## src/rtl/outport_arbiter.sv

```systemverilog
// Round-robin arbiter for one output port: grants a single requesting inport,
// holds the grant until end-of-packet or watchdog expiry, then drains the mux pipeline.
module outport_arbiter #(
  parameter int no_inport      = 6,
  parameter int timeout_cycles = 255,
  parameter int cnt_width      = 8
) (
  input  logic                 clk,
  input  logic                 rs,
  input  logic [no_inport-1:0] reqs,
  input  logic                 release_sig,
  output logic [no_inport-1:0] select,
  output logic                 en,
  output logic                 busy,
  output logic                 timeout
);

  localparam int PW = (no_inport > 1) ? $clog2(no_inport) : 1;
  localparam logic [cnt_width-1:0] WD_LAST  = cnt_width'(timeout_cycles - 1);
  localparam logic [PW-1:0]        LAST_IDX = PW'(no_inport - 1);

  typedef enum logic [1:0] {
    S_IDLE  = 2'b00,
    S_GRANT = 2'b01,
    S_DRAIN = 2'b10
  } state_t;

  state_t                 r_state, w_state_nxt;
  logic [no_inport-1:0]   r_select, w_select_nxt, w_onehot;
  logic                   r_en, w_en_nxt;
  logic                   r_timeout, w_timeout_nxt;
  logic [PW-1:0]          r_ptr, r_win, w_win;
  logic [cnt_width-1:0]   r_wdog;
  logic                   r_drain;
  logic                   w_found, w_expire, w_end;

  function automatic logic [PW-1:0] wrap_add(input logic [PW-1:0] base, input int unsigned off);
    int unsigned s;
    s = 32'(base) + off;
    if (s >= 32'(no_inport)) s = s - 32'(no_inport);
    return PW'(s);
  endfunction

  // First requester at or after ptr, wrapping modulo no_inport.
  always_comb begin
    w_found  = 1'b0;
    w_win    = '0;
    for (int unsigned k = 0; k < no_inport; k++) begin
      if (!w_found && reqs[wrap_add(r_ptr, k)]) begin
        w_found = 1'b1;
        w_win   = wrap_add(r_ptr, k);
      end
    end
    w_onehot = '0;
    if (w_found) w_onehot[w_win] = 1'b1;
  end

  assign w_expire = (timeout_cycles != 0) && (r_wdog == WD_LAST);
  assign w_end    = release_sig || w_expire;

  always_comb begin
    w_state_nxt = S_IDLE;
    case (r_state)
      S_IDLE:  w_state_nxt = w_found ? S_GRANT : S_IDLE;
      S_GRANT: w_state_nxt = w_end ? S_DRAIN : S_GRANT;
      S_DRAIN: w_state_nxt = r_drain ? S_IDLE : S_DRAIN;
      default: w_state_nxt = S_IDLE;
    endcase
  end

  // Next values of the registered outputs; release wins over a coincident expiry.
  always_comb begin
    w_select_nxt  = r_select;
    w_en_nxt      = r_en;
    w_timeout_nxt = 1'b0;
    case (r_state)
      S_IDLE: begin
        w_select_nxt = w_found ? w_onehot : '0;
        w_en_nxt     = w_found;
      end
      S_GRANT: begin
        if (w_end) begin
          w_en_nxt      = 1'b0;
          w_timeout_nxt = w_expire && !release_sig;
        end
      end
      S_DRAIN: begin
        w_en_nxt = 1'b0;
        if (r_drain) w_select_nxt = '0;
      end
      default: begin
        w_select_nxt = '0;
        w_en_nxt     = 1'b0;
      end
    endcase
  end

  always_ff @(posedge clk or negedge rs) begin
    if (!rs) begin
      r_state   <= S_IDLE;
      r_select  <= '0;
      r_en      <= 1'b0;
      r_timeout <= 1'b0;
      r_ptr     <= '0;
      r_win     <= '0;
      r_wdog    <= '0;
      r_drain   <= 1'b0;
    end else begin
      r_state   <= w_state_nxt;
      r_select  <= w_select_nxt;
      r_en      <= w_en_nxt;
      r_timeout <= w_timeout_nxt;
      case (r_state)
        S_IDLE: begin
          r_wdog  <= '0;
          r_drain <= 1'b0;
          if (w_found) r_win <= w_win;
        end
        S_GRANT: begin
          r_wdog  <= r_wdog + 1'b1;
          r_drain <= 1'b0;
          if (w_end) r_ptr <= (r_win == LAST_IDX) ? '0 : r_win + PW'(1);
        end
        S_DRAIN: r_drain <= 1'b1;
        default: begin
          r_wdog  <= '0;
          r_drain <= 1'b0;
        end
      endcase
    end
  end

  assign select  = r_select;
  assign en      = r_en;
  assign busy    = (r_state != S_IDLE);
  assign timeout = r_timeout;

endmodule

```

## config.mk

```make
export PLATFORM = sky130hd
export DESIGN_NAME = outport_arbiter
export DESIGN_NICKNAME = d
export VERILOG_FILES = /design/src/rtl/outport_arbiter.sv
export SDC_FILE = /design/constraint.sdc
export NUM_CORES = 1
export LEC_CHECK = 0
export CAP_MARGIN = 30
export CORE_ASPECT_RATIO = 1.4
export CORE_MARGIN = 3
export CORE_UTILIZATION = 63
export CTS_CLUSTER_SIZE = 40
export DETAILED_ROUTE_END_ITERATION = 8
export PLACE_DENSITY_LB_ADDON = 0.3
export SLEW_MARGIN = 5
export SYNTH_ARGS = -nofsm -noshare
export SYNTH_HDL_FRONTEND = slang
export SYNTH_SLANG_ARGS = --single-unit
```

## constraint.sdc

```tcl
create_clock -name clk -period 5.72 [get_ports clk]
set_input_delay 0.572 -clock clk [delete_from_list [all_inputs] [get_ports clk]]
set_output_delay 0.572 -clock clk [all_outputs]
set_load 0.005 [all_outputs]
```

==> flow_summary.toml <==
[die]
initial_core_util_pct = 68.11
rows = 24
die_area_sq_mm = 0.004227
die_height_um = 75.74
core_sq_mm = 0.003213
io_pins = 18
die_w_um = 55.81

[place]
dp_cells = 289
io_buffers = 17
place_ws_ns = 2.013
gp_congestion = 0.8686
hpwl_mm = 3.649

[clock_tree]
tritoncts = "built"
htreeDepth = 1
insertion_delay_ns = 0.26
cts.root.buffer_cell = "clkbuf_8"
clk_pin_slew_ns = 0.07
cts_buffers = 3
cts.path.max_buffers = 2
post_cts_buffers = 0
clock_sinks = 25
holdBufCountCts = 0
ctsResizeCount = 0

[detailed_routing]
drc = 0
drt-initial-drc-count = 100
wl_mm = 4.910
avgRoutedWirePerCell_um = 16.76
ant_nets = 0
viasPerCell = 6.522
drt_pass1_iterations = 4
vias = 1911

[synth]
synthTopCellsByArea = "dfrtp_1 (29%), ha_1 (5.7%), nand2_1 (4.6%), mux2_2 (3.6%), mux2i_1 (3.2%)"
synthMuxAreaShare_pct = 9.777
ys.flop_type = "dfrtp_1"
synth_area_per_cell_sq_um = 9.043
synthAdderAreaFrac_pct = 5.718
synth-simple-area-share_pct = 19.33
async_flop_share_pct = 100.0
synth_xor_area_share_pct = 5.832
synth_top_family_by_area = "compound AO/OA/AOI/OAI gates"
yosys_warnings = 0
synthesis.nets = 261
netlist.area_leader.share_pct = 28.59
seq_area_frac_synth_pct = 28.59
ys_types = 68
syn_area_sq_mm = 0.002188
synth_edf_count = 0
synth-seq-cells = 25
yosysTopAreaCell = "dfrtp_1"
syn_inst = 242
synth_compound_area_share_pct = 26.59

[sta]
fin_tns_setup_ns = 0
relSlewSlack_pct = 43.08
fin_crit_sh_pct = 65.86
finalHoldViolCount = 0
layout_setup_ws_ns = 1.953
slew_viol_final = 0
setup_viol = 0
worst_pin_slew_ns = 0.8538
grt_setup_unrepaired = "no"
clock-skew-final_ns = 0.002454
max_freq_mhz = 265.4
whs_ns = 0.4705
finalCriticalPeriod_ns = 3.767

[final_layout]
drive_above_1_share_pct = 12.99
fin_cells = 293
finalNetCount = 274
layout_commonest_cell = "nand2_1"
fillers = 231
final_cell_mix = "nand2_1 (27), dfrtp_1 (25), clkdlybuf4s50_1 (17)"
area_growth_pct = 10.35
antenna_cells = 0

[worst_setup_path]
crit_start = "r_ptr[0]$_DFFE_PN0P_"
critPathArrivalTime_ns = 3.92
path_class = "flop to flop"
start_kind = "flop"
timing.rr.start = "r_ptr[0]$_DFFE_PN0P_"
crit_path_max_fanout = 23
endpoint_kind = "flop"
cp.required_ns = 5.87

[min_path]
hold_class = "flop to flop"
hold_start = "r_drain$_DFF_PN0_"

[global_route]
met2_usage_pct = 44.34
grt_use_total_pct = 24.09
grt_pass1_vias = 1856
grtUsageMet1_pct = 27.06
globalRouteMet3Util_pct = 2.034
gr-total-overflow = 0
grt-busiest-layer = "met2"
grt_antenna_before_repair = 0
grt_pass1_wl_mm = 8.211
grt_max_degree = 24

[run]
maxCapViolations = 0

[status]
status = "complete, no violations"
==> flip-flops by register name (all words and copies together), names as in the netlist <==
name	cells
en	1
r_ptr	3
r_drain	1
r_state	2
timeout	1
select	6
r_wdog	8
r_win	3
==> logic make-up (layout without fill, tap and decap cells) <==
kind of cell,Yosys count,count (layout)
simple gates,85,85
mux,18,18
xor+xnor,12,12
flops,25,25
compound gates,75,75
fa+ha+maj,10,10
buf+inv,17,29
==> worst max-delay path: stages (launching register included) <==
cell     delay [ns]
dfrtp_1        0.91
inv_1          0.14
ha_1           0.72
nand2_1        0.17
mux2i_2        0.29
mux2i_2        0.44
a21oi_4        0.14
a32oi_1        0.22
o22ai_1        0.12
a21o_2         0.24
mux2_2         0.27
==> path summary, 6_finish.rpt <==
path | to | slack (ns) | depth (start not counted)
max in group asynchronous | r_ptr[2]$_DFFE_PN0P_ | 4.71 | 2
min in group asynchronous | select[1]$_DFFE_PN0P_ | 0.59 | 1
hold / removal | r_state[1]$_DFF_PN0_ | 0.47 | 1
setup reg to reg | r_win[2]$_DFFE_PN0P_ | 1.95 | 10
hold reg to reg | r_state[1]$_DFF_PN0_ | 0.47 | 1
setup / recovery | r_win[2]$_DFFE_PN0P_ | 1.95 | 10
==> stage by stage <==
stage	util, %	instance area [sq um]
2_1_floorplan	-	2188
3_3_place_gp	72.90	2342
3_5_place_dp	73.75	2370
4_1_cts	75.16	2415
5_1_grt	75.16	2415
6_report	75.16	2415
==> cells in the mapped netlist (all sizes together) (3+ instances only) <==
cell	instances
a21o	4
a21oi	13
a31oi	4
and2	3
buf	5
clkbuf	5
dfrtp	25
ha	10
inv	7
mux2	8
mux2i	9
nand2	27
nand3	10
nor2	16
nor2b	4
nor3	7
nor4	3
o21ai	18
o221ai	4
o22ai	3
o31ai	4
or2	4
xnor2	7
xor2	5
==> per-layer routing <==
metal	vias up	routed length [um]	part of all wire (%)
li1	920	-	-
met1	922	1981	40
met2	48	2550	52
met3	21	141	2.9
met4	0	236	4.8
met5	-	0	0
==> area by class of cell <==
cell class,instances,area (sq um),share of cell area (%)
tap,39,48.80,2.021
timing repair buffer,18,197.7,8.187
multi-input combinational,200,1471,60.93
clock buffer,4,45.04,1.865
inverter,7,26.28,1.088
sequential,25,625.6,25.91
Power is left out: the tool's default activity adds up to more than one toggle a clock period on the data nets, which glitch-free logic cannot reach.
